[config.mk]
export PLATFORM = sky130hd
export DESIGN_NAME = tape_mode_ctl
export DESIGN_NICKNAME = d
export VERILOG_FILES = /design/src/rtl/tape_pkg.sv /design/src/rtl/key_debounce.sv /design/src/rtl/tape_mode_ctl.sv
export SDC_FILE = /design/constraint.sdc
export NUM_CORES = 1
export LEC_CHECK = 0
export CAP_MARGIN = 30
export CORE_MARGIN = 2
export CORE_UTILIZATION = 45
export CTS_BUF_LIST = sky130_fd_sc_hd__clkbuf_16
export CTS_CLUSTER_DIAMETER = 60
export CTS_CLUSTER_SIZE = 20
export DETAILED_ROUTE_END_ITERATION = 10
export HOLD_SLACK_MARGIN = 0.1
export SETUP_SLACK_MARGIN = 0.05
export SLEW_MARGIN = 5
export SYNTH_ARGS = -nofsm -noshare
export SYNTH_HDL_FRONTEND = slang
export SYNTH_HIERARCHICAL = 1
export SYNTH_SLANG_ARGS = --single-unit
[constraint.sdc]
create_clock -name i_clock -period 2.27 [get_ports i_clock]
set_clock_uncertainty 0.15 [all_clocks]
set_input_delay 0.3405 -clock i_clock [delete_from_list [all_inputs] [get_ports i_clock]]
set_output_delay 0.3405 -clock i_clock [all_outputs]
set_load 0.005 [all_outputs]
[src/rtl/tape_pkg.sv]
// Shared tape-mode types and 60 MHz default timing constants.
// Pure declarations: no latency and no flow control.
package tape_pkg;

    typedef enum logic [1:0] {
        MODE_IDLE = 2'd0,
        MODE_LOAD = 2'd1,
        MODE_SAVE = 2'd2
    } tape_mode_t;

    localparam int unsigned TAPE_SYNC_STAGES      = 2;
    localparam int unsigned TAPE_DEBOUNCE_W       = 20;
    localparam int unsigned TAPE_DEBOUNCE_CYCLES  = 600000;     // 10 ms
    localparam int unsigned TAPE_CLR_PULSE_CYCLES = 4;
    localparam int unsigned TAPE_TIMEOUT_W        = 32;
    localparam int unsigned TAPE_TIMEOUT_CYCLES   = 300000000;  // 5 s

endpackage

[src/rtl/key_debounce.sv]
// Synchronise, debounce and edge-detect one asynchronous key level.
// o_press is a one-cycle strobe SYNC_STAGES+DEBOUNCE_CYCLES edges after a clean rise; no backpressure.
module key_debounce
    import tape_pkg::*;
#(
    parameter int unsigned SYNC_STAGES     = TAPE_SYNC_STAGES,
    parameter int unsigned DEBOUNCE_W      = TAPE_DEBOUNCE_W,
    parameter int unsigned DEBOUNCE_CYCLES = TAPE_DEBOUNCE_CYCLES
) (
    input  logic i_clock,
    input  logic i_reset,
    input  logic i_key,
    output logic o_press
);

    localparam logic [DEBOUNCE_W-1:0] CNT_LAST = DEBOUNCE_W'(DEBOUNCE_CYCLES - 1);

    logic [SYNC_STAGES-1:0] sync_q;
    logic [SYNC_STAGES-1:0] vld_q;
    logic [DEBOUNCE_W-1:0]  cnt_q;
    logic                   filt_q;
    logic                   armed_q;
    logic                   press_q;
    logic                   synced;

    assign synced  = sync_q[SYNC_STAGES-1];
    assign o_press = press_q;

    // armed_q blocks a press from a key that was already held during reset:
    // it only sets once the flushed synchroniser has seen the key released.
    always_ff @(posedge i_clock) begin
        if (i_reset) begin
            sync_q  <= '0;
            vld_q   <= '0;
            cnt_q   <= '0;
            filt_q  <= 1'b0;
            armed_q <= 1'b0;
            press_q <= 1'b0;
        end else begin
            sync_q  <= {sync_q[SYNC_STAGES-2:0], i_key};
            vld_q   <= {vld_q[SYNC_STAGES-2:0], 1'b1};
            press_q <= 1'b0;
            if (vld_q[SYNC_STAGES-1] && !synced) begin
                armed_q <= 1'b1;
            end
            if (synced != filt_q) begin
                if (cnt_q == CNT_LAST) begin
                    filt_q  <= synced;
                    cnt_q   <= '0;
                    press_q <= synced & armed_q;
                end else begin
                    cnt_q <= cnt_q + 1'b1;
                end
            end else begin
                cnt_q <= '0;
            end
        end
    end

endmodule

[src/rtl/tape_mode_ctl.sv]
// IDLE/LOAD/SAVE tape mode FSM with FIFO-clear pulse; mode updates one edge after a debounced press; no backpressure.
// Define TAPE_MODE_AUTO_EXIT_EN to leave LOAD after TIMEOUT_CYCLES of empty FIFO.
module tape_mode_ctl
    import tape_pkg::*;
#(
    parameter int unsigned SYNC_STAGES      = TAPE_SYNC_STAGES,
    parameter int unsigned DEBOUNCE_W       = TAPE_DEBOUNCE_W,
    parameter int unsigned DEBOUNCE_CYCLES  = TAPE_DEBOUNCE_CYCLES,
    parameter int unsigned CLR_PULSE_CYCLES = TAPE_CLR_PULSE_CYCLES,
    parameter int unsigned TIMEOUT_W        = TAPE_TIMEOUT_W,
    parameter int unsigned TIMEOUT_CYCLES   = TAPE_TIMEOUT_CYCLES
) (
    input  logic       i_clock,
    input  logic       i_reset,
    input  logic       i_load_mode_tgl,
    input  logic       i_save_mode_tgl,
    input  logic       i_fifo_empty,
    output logic       o_load_mode,
    output logic       o_save_mode,
    output logic [1:0] o_mode,
    output logic       o_fifo_clear,
    output logic       o_mode_change,
    output logic       o_timeout
);

    localparam int unsigned       CLR_W    = $clog2(CLR_PULSE_CYCLES + 1);
    localparam logic [CLR_W-1:0]  CLR_LAST = CLR_W'(CLR_PULSE_CYCLES - 1);

    logic             ld_press, sv_press;
    logic             ld_only, sv_only;
    tape_mode_t       mode_q, mode_d;
    logic             tmo_fire, tmo_d, changing, clr_trig;
    logic             load_q, save_q, chg_q, clr_q, tmo_q;
    logic [CLR_W-1:0] clr_cnt_q;

    key_debounce #(
        .SYNC_STAGES(SYNC_STAGES), .DEBOUNCE_W(DEBOUNCE_W), .DEBOUNCE_CYCLES(DEBOUNCE_CYCLES)
    ) u_load_key (
        .i_clock(i_clock), .i_reset(i_reset), .i_key(i_load_mode_tgl), .o_press(ld_press)
    );

    key_debounce #(
        .SYNC_STAGES(SYNC_STAGES), .DEBOUNCE_W(DEBOUNCE_W), .DEBOUNCE_CYCLES(DEBOUNCE_CYCLES)
    ) u_save_key (
        .i_clock(i_clock), .i_reset(i_reset), .i_key(i_save_mode_tgl), .o_press(sv_press)
    );

    assign ld_only = ld_press & ~sv_press;
    assign sv_only = sv_press & ~ld_press;

`ifdef TAPE_MODE_AUTO_EXIT_EN
    localparam logic [TIMEOUT_W-1:0] TMO_MAX = TIMEOUT_W'(TIMEOUT_CYCLES);

    logic [TIMEOUT_W-1:0] tmo_cnt_q;

    // Saturates so a timeout deferred by a same-cycle key press fires next cycle.
    always_ff @(posedge i_clock) begin
        if (i_reset || changing || mode_q != MODE_LOAD || !i_fifo_empty) begin
            tmo_cnt_q <= '0;
        end else if (tmo_cnt_q != TMO_MAX) begin
            tmo_cnt_q <= tmo_cnt_q + 1'b1;
        end
    end

    assign tmo_fire = (tmo_cnt_q == TMO_MAX);
`else
    logic                 unused_fifo_empty;
    logic [TIMEOUT_W-1:0] unused_tmo_cfg;

    assign unused_fifo_empty = i_fifo_empty;
    assign unused_tmo_cfg    = TIMEOUT_W'(TIMEOUT_CYCLES);
    assign tmo_fire          = 1'b0;
`endif

    always_comb begin
        mode_d = mode_q;
        tmo_d  = 1'b0;
        case (mode_q)
            MODE_IDLE: begin
                if (ld_only)      mode_d = MODE_LOAD;
                else if (sv_only) mode_d = MODE_SAVE;
            end
            MODE_LOAD: begin
                if (ld_only)      mode_d = MODE_IDLE;
                else if (sv_only) mode_d = MODE_SAVE;
                else if (!ld_press && !sv_press && tmo_fire) begin
                    mode_d = MODE_IDLE;
                    tmo_d  = 1'b1;
                end
            end
            MODE_SAVE: begin
                if (ld_only)      mode_d = MODE_LOAD;
                else if (sv_only) mode_d = MODE_IDLE;
            end
            default: mode_d = MODE_IDLE;
        endcase
    end

    assign changing = (mode_d != mode_q);
    assign clr_trig = changing && ((mode_d == MODE_LOAD) != (mode_q == MODE_LOAD));

    always_ff @(posedge i_clock) begin
        if (i_reset) begin
            mode_q    <= MODE_IDLE;
            load_q    <= 1'b0;
            save_q    <= 1'b0;
            chg_q     <= 1'b0;
            tmo_q     <= 1'b0;
            clr_q     <= 1'b0;
            clr_cnt_q <= '0;
        end else begin
            mode_q <= mode_d;
            load_q <= (mode_d == MODE_LOAD);
            save_q <= (mode_d == MODE_SAVE);
            chg_q  <= changing;
            tmo_q  <= tmo_d;
            if (clr_trig) begin
                clr_q     <= 1'b1;
                clr_cnt_q <= CLR_LAST;
            end else if (clr_cnt_q != '0) begin
                clr_q     <= 1'b1;
                clr_cnt_q <= clr_cnt_q - 1'b1;
            end else begin
                clr_q <= 1'b0;
            end
        end
    end

    assign o_mode        = mode_q;
    assign o_load_mode   = load_q;
    assign o_save_mode   = save_q;
    assign o_mode_change = chg_q;
    assign o_fifo_clear  = clr_q;
    assign o_timeout     = tmo_q;

endmodule
After elaboration in Yosys (flattened, before gate mapping)
Index checks and enable logic that the tools add are counted.
W data, S select, Z words.
{ "totals": {"reg_bits": 63, "out_inout_bits": 7, "input_bits": 5, "elab_cells": 71} }
{ "classes": {"n_eq_ne": 10, "muxes": 12, "n_reduce_logical": 15, "n_addsub": 3, "bitwise_logic": 10} }
{ "op_table": {"columns": ["cell", "n"], "rows": [
  ["$add A20 B1 Y20 const B", 2],
  ["$eq A20 B20 Y1 const B", 2],
  ["$mux W2", 7],
  ["$reduce_or A3 Y1", 4],
  ["$not A1 Y1", 6],
  ["$pmux W2 S3", 1],
  ["$and A1 B1 Y1", 4],
  ["$eq A2 B1 Y1 const B", 2],
  ["$eq A2 B2 Y1 const B", 2],
  ["$mux W1", 4],
  ["$reduce_and A2 Y1", 2],
  ["$logic_and A1 B1 Y1", 3],
  ["$ne A1 B1 Y1", 3],
  ["$reduce_bool A3 Y1", 1],
  ["$sub A3 B1 Y3 const B", 1],
  ["$logic_not A1 Y1", 2],
  ["$logic_not A2 Y1", 1],
  ["$ne A2 B2 Y1", 1],
  ["$reduce_bool A2 Y1", 1],
  ["$reduce_or A2 Y1", 1]
]} }

Logic depth before layout (Yosys ltp)
Gate-level depths: netlist (run 1).
{ "logic_depth": {"depth_word": 9, "depth_mapped": 5, "mapped_depth_nobuf": 5} }

Hierarchy
Netlist (run 1), hierarchy kept.
{ "by_module_without_submodules": {"columns": ["mod", "area_each_um2", "cells_per_inst", "n_inst", "seq_area_each_um2"], "rows": [
  ["key_debounce", 1144.8, 126, 2, 540.5],
  ["tape_mode_ctl", 415.4, 45, 1, 180.2]
]} }

Worst setup path after synthesis (run 1)
Ideal clock, no wire load.
{ "synth_path": {"path_type": "register to register", "from": "register u_load_key.cnt_q[7]", "to": "register u_load_key.cnt_q[17]", "required_ps": 2049, "setup_time_ps": 71, "n_path_buf": 1, "setup_slack_ps": 351, "t_arrival_ps": 1698, "stages_incl_launch_ff": 6, "period_less_slack_ps": 1919, "path_cell_list": "dfxtp_1 > nand4_4 > or3_1 > buf_2 > or4_1 > a21oi_1"} }
{ "synth_between": {"elab_chain_cells": 2, "elab_cells_between_ends": 3, "classes_between": "add/sub (1); eq/ne (1); reduce/logical (1)"} }
{ "synth_lines": {"columns": ["item", "line_no", "text"], "rows": [
  ["from (decl)", "key_debounce.sv:20", "logic [DEBOUNCE_W-1:0] cnt_q;"],
  ["from (signal assigned)", "key_debounce.sv:52", "cnt_q <= cnt_q + 1'b1;"],
  ["parallel branches: the longest is 2 deep, another holds $add A20 B1 Y20", null, null]
]} }
Several ways; the timed one is not identified.
A chain may end at the register's enable or synchronous reset.

Final worst setup path (run 1)
{ "layout_path": {"from": "register u_save_key.cnt_q[7]", "to": "register u_save_key.cnt_q[17]"} }
{ "layout_between": {"elab_chain_cells": 2, "elab_cells_between_ends": 3, "classes_between": "add/sub (1); eq/ne (1); reduce/logical (1)"} }
{ "layout_lines": {"columns": ["item", "line_no"], "rows": [
  ["from (decl)", "key_debounce.sv:20"],
  ["from (signal assigned)", "key_debounce.sv:52"],
  ["parallel branches: the longest is 2 deep, another holds $add A20 B1 Y20", null]
]} }
Several ways; the timed one is not identified.

==> summary.txt, run 1 <==
STA
  • Final setup violation count: 0
  • Fin crit period: between 2000 and 2500 ps
  • Hold Fails Final Rpt: 0
  • Setup TNS: 0 ps
  • RSZ-0062 raised after global routing: no
  • Worst setup margin: around 230 ps
  • Max Freq: roughly 490 MHz
  • Final Max Tran Viols: 0
  • Crit share post-route: about nine tenths

Critical path
  • Setup Crit Path Kind: flip-flop to flip-flop
  • Crit-path slowest cell: or4_1
  • Setup crit start: u_save_key/cnt_q[7]$_SDFF_PP0_
  • CP Launch Type: flip-flop
  • Worst-path cell chain: nand4_4 > or3_1 > or4_1 > a21oi_1
  • Critical Path RT: 2370 ps
  • CP max FO: 8
  • Critical Path Max Stage Delay: between 500 and 600 ps
  • Worst Setup End Kind: flip-flop
  • CP arrival: 2130 ps
  • R2r startpoint: u_save_key/cnt_q[7]$_SDFF_PP0_

Place
  • Global placement routability congestion: about 0.73
  • DP Cell Count: about 380
  • Placed wire-length estimate: 3240 um
  • DP Worst Slack: approximately 230 ps
  • Port-buffer cells: 9
  • Placed Area: around 2900 um^2

Synth
  • Top cell type's share of synthesized area: 46.6%
  • Async set-reset flop share out of synthesis: 0%
  • Synth Register Bits: 63
  • Syn_nets: between 300 and 400
  • Post-Syn Instances: 297
  • Sequential area share after synthesis: 46.6%
  • Syn avg cell area: just over 9 um^2
  • Yosys warnings: 6
  • Distinct cells, synth: 38
  • Area leader, netlist: dfxtp_1
  • EDFF count, synth: 0
  • Synthesized area: 2710 um^2
  • Primary FF master, synth: dfxtp_1
  • Synth area leaders: dfxtp_1 47%, xnor2_1 6.8%, nor2_1 5.7%, nand3_1 3.3%, xor2_1 3.2%

Die
  • Die ar.: approximately 6600 um^2
  • Rows: 28
  • CORE AREA: approximately 5900 um^2
  • Ports: 12
  • Starting Density: between 40% and 50%
  • Die Height: 81.5 um
  • Die width: between 80 and 90 um

Layout
  • Multi-input gate area: between 1000 and 1500 um^2
  • Diode count: 0
  • Share of cells above drive strength 1: 8.20%
  • Post-Layout Cell Count: 392
  • Final Instance Area: between 3000 and 4000 um^2
  • FF/Latch Area: ~1300 um^2
  • Fillcell total: 564
  • P&R area growth vs syn: 16.8%
  • Count of nets after finishing: ~320

Global route
  • Initial antenna violation count: 0
  • Largest net degree at the start of global routing: 21
  • First-pass GRT wire length: roughly 8400 um
  • Gr ovfl total: 0
  • Vias in the first global route: 1862
  • Total GRT Usage: about 17%

Clock tree
  • TritonCTS Sinks: 63
  • Htree depth: 3
  • CTS tree: built
  • CTS Buf Count: 9
  • Clk buf depth: 2
  • Post-CTS setup buffer count: 0
  • Worst skew pair latency: ~310 ps
  • CTS resizes: 0
  • Clock slew at reported path FFs: about 50 ps
  • Hold Buf Count CTS: 0
  • Clock root buffer: clkbuf_16

Power and ir drop
  • Clock share of power: 47.9%
  • P per Cell Area: 832 nW/um^2
  • Sw power: between 0.5 and 0.6 mW
  • Switching Share: roughly a fifth
  • VDD IR max: about 0.54 mV
  • Cell Int Power: between 2 and 2.5 mW
  • Total chip power: 2.63 mW
  • Sequential share of power: between 40 and 50%
  • Leakage: 1.00 nW
  • Comb pwr share: roughly 7.6%

Drt
  • DR vias: a little over 2000
  • Antenna Violating Nets Remaining: 0
  • Pre-Repair DR Iteration Count: 4
  • DRC Markers: 0
  • DR WL/cell: between 10 and 15 um
  • Routed WL: about 4800 um
  • Post-DR vias/cell: 5.30
  • Initial DRC count: 87

Worst hold path
  • Min-delay worst type: flip-flop to flip-flop
  • Hold_sp: u_load_key/sync_q[0]$_SDFF_PP0_

Run
  • Max Cap Violations: 0

Outcome
  • Status: finished clean
## registers in the layout, indices dropped and copies added (netlist names), 2 cells and up
register	flops
clr_cnt_q	3
o_mode	2
u_load_key/cnt_q	20
u_load_key/sync_q	2
u_load_key/vld_q	2
u_save_key/cnt_q	20
u_save_key/sync_q	2
u_save_key/vld_q	2
## layout make-up
class,instances,area share [%]
Clock inverter,6,1.66
Tap cell,75,2.97
Multi-Input combinational cell,212,42.9
Inverter,14,1.66
Timing Repair Buffer,13,3.80
Clock buffer,9,7.13
Sequential cell,63,39.9
## stage by stage
step | hold slack (ps) | utilization, %
5_1_grt | 324 | 54.0
6_report | 287 | 54.0
3_5_place_dp | 275 | 49.3
2_1_floorplan | 262 | -
3_3_place_gp | 265 | 49.3
4_1_cts | 290 | 54.0
## cells in the mapped netlist, types with 8 or more instances
library cell,count
nor2_1,41
nor2b_1,8
nand4_1,10
nor4_1,8
nand3_1,18
dfxtp_1,63
xor2_1,10
xnor2_1,21
nor3_1,8
a21oi_1,17
nand2_1,12
inv_1,13
o31ai_1,8
## metal layers
| layer | GRT usage [%] | vias up | routed length, um |
|---|---|---|---|
| met5 | 0 | - | 0 |
| met4 | 8.64 | 0 | 41 |
| met3 | 4.29 | 4 | 84 |
| met2 | 24.8 | 16 | 2140 |
| met1 | 21.8 | 969 | 2500 |
| li1 | - | 1089 | - |
## worst paths after layout
check | endpoint | slack (ps) | cells past startpoint
worst max-delay path | u_save_key/cnt_q[17]$_SDFF_PP0_ | 230 | 4
worst min register to register | u_load_key/sync_q[1]$_SDFF_PP0_ | 290 | 1
worst min-delay path | u_load_key/sync_q[1]$_SDFF_PP0_ | 290 | 1
worst max register to register | u_save_key/cnt_q[17]$_SDFF_PP0_ | 230 | 4
## cell usage in the layout, fill, tap and decap left out, types with 2 or more instances in the layout
cell | synthesis | final
nor4_1 | 8 | 8
a31oi_1 | 2 | 2
buf_4 | 1 | 4
clkinv_1 | 0 | 2
nand2_1 | 12 | 12
ha_1 | 4 | 4
nand4_1 | 10 | 10
o31ai_1 | 8 | 8
or4_1 | 6 | 6
inv_1 | 13 | 13
nand3_1 | 18 | 18
dfxtp_1 | 63 | 63
clkbuf_16 | 0 | 9
o21ai_0 | 4 | 4
nand4_4 | 2 | 2
nor4b_1 | 6 | 6
xnor2_1 | 21 | 21
nor4bb_1 | 3 | 3
clkdlybuf4s50_1 | 0 | 9
nor2b_1 | 8 | 8
or3_1 | 6 | 6
a21oi_1 | 17 | 17
xor2_1 | 10 | 10
clkinv_2 | 0 | 3
nor3_1 | 8 | 8
o211ai_1 | 4 | 4
nand4b_1 | 2 | 2
and4_2 | 2 | 2
nor2_1 | 41 | 41
and3_1 | 2 | 2
## worst max-delay path: cells and delay by family (launching register included)
kind,cells,cell delay (ps)
flops,1,450
compound gates,1,140
simple gates,3,1220
## power by group through the flow
stage          clock network (mW)  logic (mW)  registers (mW)
2_1_floorplan                   0       0.153            1.19
3_3_place_gp                    0       0.192            1.19
3_5_place_dp                    0       0.201            1.19
4_1_cts                      1.30       0.202            1.17
5_1_grt                      1.35       0.221            1.18
6_report                     1.26       0.199            1.17
## cell families (layout without fill, tap and decap cells)
kind of cell               count (synthesis)  count (layout)  share of synthesized area, %
AOI/OAI and AO/OA                         35              35                          7.68
xor gates and xnor gates                  31              31                          10.0
adders and majority gates                  4               4                          1.85
buffers and inverters                     22              42                          3.28
DFF                                       63              63                          46.6
muxes                                      2               2                         0.786
other                                      1               1                         0.139
and+or+nand+nor                          139             139                          29.6
(Power assumes the default switching activity.)
==> run 2, diff against run 1 <==
--- a/config.mk
+++ b/config.mk
@@ -12,7 +12,8 @@
 export CTS_CLUSTER_DIAMETER = 60
 export CTS_CLUSTER_SIZE = 20
 export DETAILED_ROUTE_END_ITERATION = 10
-export HOLD_SLACK_MARGIN = 0.1
+export HOLD_SLACK_MARGIN = 0.06
+export MAX_ROUTING_LAYER = met4
 export SETUP_SLACK_MARGIN = 0.05
 export SLEW_MARGIN = 5
 export SYNTH_ARGS = -nofsm -noshare
==> run 2 against run 1 <==
Non-clock buffer count is the same. Worst setup slack lost 2.1 ps. Clock power is essentially flat. Largest power group unchanged. Die area is the same. Routed wire length grew 1.3%. Sequential power is essentially flat. Global-route usage grew 0.52 points. Critical path depth is the same. Hold slack lost 1.9 ps. Clock-buffer cell count is the same. Largest cell class unchanged. Critical endpoint is now u_save_key/cnt_q[19]$_SDFF_PP0_.
==> summary.txt, run 2 (synthesis results as in run 1) <==
Outcome
  • Status: finished clean (unchanged)

Clock tree
  • CTS tree: built (unchanged)
  • Hold Buf Count CTS: 0 (unchanged)
  • Post-CTS setup buffer count: 0 (unchanged)
  • Htree depth: 3 (unchanged)
  • Clock root buffer: clkbuf_16 (unchanged)
  • CTS Buf Count: 9 (unchanged)
  • CTS resizes: 0 (unchanged)
  • Worst skew pair latency: 320 ps (was 310 ps)
  • Clk buf depth: 2 (unchanged)
  • Clock slew at reported path FFs: 50 ps (about the same)
  • TritonCTS Sinks: 63 (unchanged)

Power and ir drop
  • Cell Int Power: 2.09 mW (about the same)
  • VDD IR max: 0.537 mV (about the same)
  • Leakage: 1.00 nW (unchanged)
  • P per Cell Area: 834 nW/um^2 (was 832 nW/um^2)
  • Comb pwr share: 7.5% (was 7.6%)
  • Sequential share of power: 44.4% (was 44.5%)
  • Clock share of power: 48.1% (was 47.9%)
  • Switching Share: 20.9% (was 20.7%)
  • Sw power: 0.552 mW (was 0.546 mW)

STA
  • Final setup violation count: 0 (unchanged)
  • Max Freq: 490 MHz (about the same)
  • Setup TNS: 0 ps (unchanged)
  • Fin crit period: 2040 ps (about the same)
  • Hold WS: 285 ps (was 287 ps)
  • RSZ-0062 raised after global routing: no (unchanged)
  • Crit share post-route: 89.9% (was 89.8%)
  • Final Max Tran Viols: 0 (unchanged)
  • Hold Fails Final Rpt: 0 (unchanged)

Worst hold path
  • Hold Path Depth: 1 (unchanged)
  • End of the worst hold path: u_load_key/sync_q[1]$_SDFF_PP0_ (unchanged)
  • Hold_sp: u_load_key/sync_q[0]$_SDFF_PP0_ (unchanged)
  • Min-delay worst type: flip-flop to flip-flop (unchanged)

Drt
  • DR vias: 2069 (was 2078)
  • DRC Markers: 0 (unchanged)
  • WL met2: 2120 um (was 2140 um)
  • Antenna Violating Nets Remaining: 0 (unchanged)
  • Detail Route met3 WL: 94 um (was 84 um)
  • DR WL/cell: 12.3 um (was 12.2 um)
  • Routed WL: 4840 um (was 4780 um)
  • Initial DRC count: 104 (was 87)
  • Pre-Repair DR Iteration Count: 4 (unchanged)
  • Highest Signal Layer: met4 (unchanged)
  • Post-DR vias/cell: 5.28 (was 5.30)
  • Met1 wire length: 2570 um (was 2500 um)

Critical path
  • Worst Setup End Kind: flip-flop (unchanged)
  • CP max FO: 8 (unchanged)
  • Worst-path cell chain: nand4_4 > or3_1 > or4_1 > a21oi_1 (unchanged)
  • CP arrival: 2140 ps (was 2130 ps)
  • RR Endpoint: u_save_key/cnt_q[19]$_SDFF_PP0_ (was u_save_key/cnt_q[17]$_SDFF_PP0_)
  • Critical Path RT: 2370 ps (about the same)
  • R2R setup slack: 230 ps (about the same)
  • Crit-path slowest cell: or4_1 (unchanged)
  • R2r startpoint: u_save_key/cnt_q[7]$_SDFF_PP0_ (unchanged)
  • Setup Crit Path Kind: flip-flop to flip-flop (unchanged)
  • Critical Path Max Stage Delay: 530 ps (was 540 ps)
  • CP Launch Type: flip-flop (unchanged)
  • R2R depth: 4 (unchanged)

Layout
  • Leading cell types in the layout, fill and taps excluded: 63 x dfxtp_1, 41 x nor2_1, 21 x xnor2_1 (unchanged)
  • Final Core Density: 54.0% (unchanged)
  • Count of nets after finishing: 322 (unchanged)
  • Diode count: 0 (unchanged)
  • Fillcell total: 564 (unchanged)
  • Share of cells above drive strength 1: 8.20% (unchanged)
  • Most common cell after layout, fill and taps aside: dfxtp_1 (unchanged)
  • Largest regs: u_load_key/cnt_q x20, u_save_key/cnt_q x20, clr_cnt_q x3 (unchanged)
  • P&R area growth vs syn: 16.8% (unchanged)

Die
  • Die width: 81.5 um (unchanged)
  • Rows: 28 (unchanged)
  • Starting Density: 46.2% (unchanged)
  • Ports: 12 (unchanged)
  • CORE AREA: 5850 um^2 (unchanged)
  • Die Height: 81.5 um (unchanged)
  • Die ar.: 6650 um^2 (unchanged)

Place
  • Port-buffer cells: 9 (unchanged)
  • Global placement routability congestion: 0.739 (was 0.731)
  • Placed wire-length estimate: 3240 um (unchanged)

Global route
  • Gr ovfl total: 0 (unchanged)
  • Vias in the first global route: 1859 (was 1862)
  • First-pass GRT wire length: 8450 um (was 8430 um)
  • Total GRT Usage: 17.1% (was 16.5%)
  • Initial antenna violation count: 0 (unchanged)
  • Largest net degree at the start of global routing: 21 (unchanged)

Run
  • Max Cap Violations: 0 (unchanged)
## run 2: worst max path at each step
stage | startpoint | depth (start not counted) | to
after CTS | u_load_key/cnt_q[7]$_SDFF_PP0_ | 4 | u_load_key/cnt_q[19]$_SDFF_PP0_
final | u_save_key/cnt_q[7]$_SDFF_PP0_ | 4 | u_save_key/cnt_q[19]$_SDFF_PP0_
after global placement | u_load_key/cnt_q[7]$_SDFF_PP0_ | 4 | u_load_key/cnt_q[17]$_SDFF_PP0_
after floorplan | u_load_key/cnt_q[7]$_SDFF_PP0_ | 5 | u_load_key/cnt_q[17]$_SDFF_PP0_
after global routing | u_save_key/cnt_q[7]$_SDFF_PP0_ | 4 | u_save_key/cnt_q[19]$_SDFF_PP0_
after detailed placement | u_save_key/cnt_q[7]$_SDFF_PP0_ | 4 | u_save_key/cnt_q[17]$_SDFF_PP0_
## run 2: through the flow
step / setup slack (ps) / total power [mW] / cell area, um^2 / instances
final: 229 / 2.64 / 3160 / 392
after global routing: 92.5 / 2.74 / 3160 / 392
after CTS: 231 / 2.67 / 3160 / 392
after detailed placement: 234 / 1.39 / 2880 / 377
after global placement: 271 / 1.38 / 2880 / 377
after floorplan: 351 / 1.34 / 2710 / 297
## run 2: power groups by stage
stage | combinational [mW] | clock (mW) | sequential (mW)
2_1_floorplan | 0.153 | 0 | 1.19
3_3_place_gp | 0.192 | 0 | 1.19
3_5_place_dp | 0.201 | 0 | 1.19
4_1_cts | 0.202 | 1.30 | 1.17
5_1_grt | 0.221 | 1.35 | 1.18
6_report | 0.199 | 1.27 | 1.17
## run 2: metal layers
layer | vias up | global-route usage (%)
li1 | 1088 | -
met1 | 963 | 21.9
met2 | 14 | 24.8
met3 | 4 | 4.29
met4 | 0 | 8.64
met5 | - | -
## run 2: final cells by class
cell class,count,area (um^2),area share [%]
Tap cell,75,93.8,2.97
Multi-Input combinational cell,212,1360,42.9
Clock inverter,6,52.6,1.66
Inverter,14,52.6,1.66
Timing Repair Buffer,13,120,3.80
Clock buffer,9,225,7.13
Sequential cell,63,1260,39.9
## run 2: worst max-delay path: cells and delay by family (launching register included)
kind | cells | cell delay (ps)
AOI/OAI and AO/OA | 1 | 150
DFF | 1 | 450
and+or+nand+nor | 3 | 1210
==> run 3, diff against run 2 <==
--- a/config.mk
+++ b/config.mk
@@ -14,6 +14,7 @@
 export DETAILED_ROUTE_END_ITERATION = 10
 export HOLD_SLACK_MARGIN = 0.06
 export MAX_ROUTING_LAYER = met4
+export PLACE_DENSITY = 0.68
 export SETUP_SLACK_MARGIN = 0.05
 export SLEW_MARGIN = 5
 export SYNTH_ARGS = -nofsm -noshare
==> constraint.sdc (replaced) <==
create_clock -name i_clock -period 2.5 [get_ports i_clock]
set_clock_uncertainty 0.15 [all_clocks]
set_input_delay 0.375 -clock i_clock [delete_from_list [all_inputs] [get_ports i_clock]]
set_output_delay 0.375 -clock i_clock [all_outputs]
set_load 0.005 [all_outputs]
==> run 3 against run 2 <==
Total power down 6.5%. Routed wire length down 0.97%. Flip-flop and latch count unchanged. Die area unchanged. Critical endpoint is now u_save_key/cnt_q[17]$_SDFF_PP0_. Critical path depth unchanged. Register-to-register slack better by 230 ps. Hold slack better by 4.1 ps. Cell area up 0.36%. Maximum frequency about the same. Largest cell class unchanged. Clock power down 4%.
==> summary.txt, run 3 (synthesis results as in run 1) <==
Global route
  • Total GRT Usage: 16.3% (was 17.1%)
  • Vias in the first global route: 1809 (was 1859)
  • First-pass GRT wire length: 8050 um (was 8450 um)
  • Initial antenna violation count: 0 (unchanged)
  • Largest net degree at the start of global routing: 21 (unchanged)
  • Gr ovfl total: 0 (unchanged)

Power and ir drop
  • P per Cell Area: 777 nW/um^2 (was 834 nW/um^2)
  • Leakage: 0.992 nW (was 1.00 nW)
  • Total chip power: 2.46 mW (was 2.64 mW)
  • VDD IR max: 0.402 mV (was 0.537 mV)

Clock tree
  • Worst skew pair latency: 320 ps (about the same)
  • Hold Buf Count CTS: 0 (unchanged)
  • Clock slew at reported path FFs: 60 ps (was 50 ps)
  • Htree depth: 3 (unchanged)
  • Post-CTS setup buffer count: 0 (unchanged)
  • Clock root buffer: clkbuf_16 (unchanged)
  • CTS resizes: 0 (unchanged)
  • CTS tree: built (unchanged)
  • CTS Buf Count: 9 (unchanged)
  • Clk buf depth: 2 (unchanged)
  • TritonCTS Sinks: 63 (unchanged)

Outcome
  • Status: finished clean (unchanged)

Drt
  • DRC Markers: 0 (unchanged)
  • Antenna Violating Nets Remaining: 0 (unchanged)
  • Pre-Repair DR Iteration Count: 5 (was 4)
  • Routed WL: 4790 um (was 4840 um)
  • Post-DR vias/cell: 5.35 (was 5.28)
  • DR vias: 2099 (was 2069)
  • Initial DRC count: 101 (was 104)
  • DR WL/cell: 12.2 um (was 12.3 um)

Place
  • Placed wire-length estimate: 3120 um (was 3240 um)
  • Port-buffer cells: 9 (unchanged)
  • Placed Area: 2880 um^2 (about the same)
  • Global placement routability congestion: 0.870 (was 0.739)

Critical path
  • Setup Crit Path Kind: flip-flop to flip-flop (unchanged)
  • CP Launch Type: flip-flop (unchanged)
  • CP max FO: 8 (unchanged)
  • Critical Path RT: 2610 ps (was 2370 ps)
  • Crit-path slowest cell: or4_1 (unchanged)
  • Worst Setup End Kind: flip-flop (unchanged)
  • Delay-heaviest family, CP: simple AND/OR/NAND/NOR gates (unchanged)
  • Worst-path cell chain: nand4_4 > or3_1 > or4_1 > a21oi_1 (unchanged)
  • Critical Path Max Stage Delay: 530 ps (about the same)
  • WP buf/inv: 0 (unchanged)
  • CP arrival: 2150 ps (was 2140 ps)

Layout
  • P&R area growth vs syn: 17.3% (was 16.8%)
  • Largest regs: u_load_key/cnt_q x20, u_save_key/cnt_q x20, clr_cnt_q x3 (unchanged)
  • Final Core Density: 54.2% (was 54.0%)
  • Share of cells above drive strength 1: 8.83% (was 8.20%)
  • Count of nets after finishing: 321 (was 322)
  • Final Instance Area: 3170 um^2 (was 3160 um^2)
  • Leading cell types in the layout, fill and taps excluded: 63 x dfxtp_1, 41 x nor2_1, 21 x xnor2_1 (unchanged)
  • Most common cell after layout, fill and taps aside: dfxtp_1 (unchanged)
  • Diode count: 0 (unchanged)

Run
  • Max Cap Violations: 0 (unchanged)

STA
  • Final setup violation count: 0 (unchanged)
  • RSZ-0062 raised after global routing: no (unchanged)
  • Max Freq: 490 MHz (about the same)
  • Fin crit period: 2040 ps (about the same)
  • Hold Fails Final Rpt: 0 (unchanged)
  • Setup TNS: 0 ps (unchanged)
  • Crit share post-route: 81.6% (was 89.9%)
  • Final Max Tran Viols: 0 (unchanged)

Die
  • Starting Density: 46.2% (unchanged)
  • Die ar.: 6650 um^2 (unchanged)
  • Rows: 28 (unchanged)
  • Die width: 81.5 um (unchanged)
  • Die Height: 81.5 um (unchanged)
  • Ports: 12 (unchanged)
  • CORE AREA: 5850 um^2 (unchanged)

Worst hold path
  • Min-delay worst type: flip-flop to flip-flop (unchanged)
-- run 3: cell types whose count changed in the layout (fill, tap and decap cells not counted), sizes merged --
cell / change
clkinvlp: +3
buf: -1
inv: +1
clkinv: -3
-- run 3: path summary, 6_finish.rpt --
kind / from / endpoint / slack (ps) / cells past startpoint
worst max-delay path: u_save_key/cnt_q[7]$_SDFF_PP0_ / u_save_key/cnt_q[17]$_SDFF_PP0_ / 460 / 4
worst min-delay path: u_save_key/vld_q[0]$_DFF_P_ / u_save_key/vld_q[1]$_SDFF_PP0_ / 290 / 1
worst max register to register: u_save_key/cnt_q[7]$_SDFF_PP0_ / u_save_key/cnt_q[17]$_SDFF_PP0_ / 460 / 4
worst min register to register: u_save_key/vld_q[0]$_DFF_P_ / u_save_key/vld_q[1]$_SDFF_PP0_ / 290 / 1
-- run 3: through the flow --
step	instances	worst slack [ps]	hold WS, ps
finish	392	459	289
global placement	376	509	267
floorplan	297	581	264
detailed placement	376	464	274
CTS	392	464	291
global route	392	320	306
-- run 3: worst register-to-register path, delay by kind of cell (launching register included) --
| family | cells | cell delay, ps |
|---|---|---|
| simple gates | 3 | 1220 |
| flops | 1 | 460 |
| compound gates | 1 | 160 |
-- run 3: power breakdown --
part / total (mW) / leakage (nW) / internal, mW / switching, mW
clock: 1.22 / 0.138 / 0.770 / 0.453
combinational: 0.180 / 0.344 / 0.0987 / 0.0809
sequential: 1.06 / 0.511 / 1.04 / 0.0206
-- run 3: routing by layer --
layer / vias up / global-route usage, % / part of all wire [%]
li1: 1082 / - / -
met1: 978 / 21.2 / 51
met2: 33 / 23.0 / 44
met3: 6 / 4.73 / 3.5
met4: 0 / 7.97 / 1.8
met5: - / - / 0
-- run 3: final cells by class --
cell class              count  area (um^2)
clock buffers               9          225
multi-input cells         212         1360
flip-flops and latches     63         1260
repair buffers             12          113
inverters                  14         52.6
clock inverters             7         71.3
fillers                   498         2680
well taps                  75         93.8
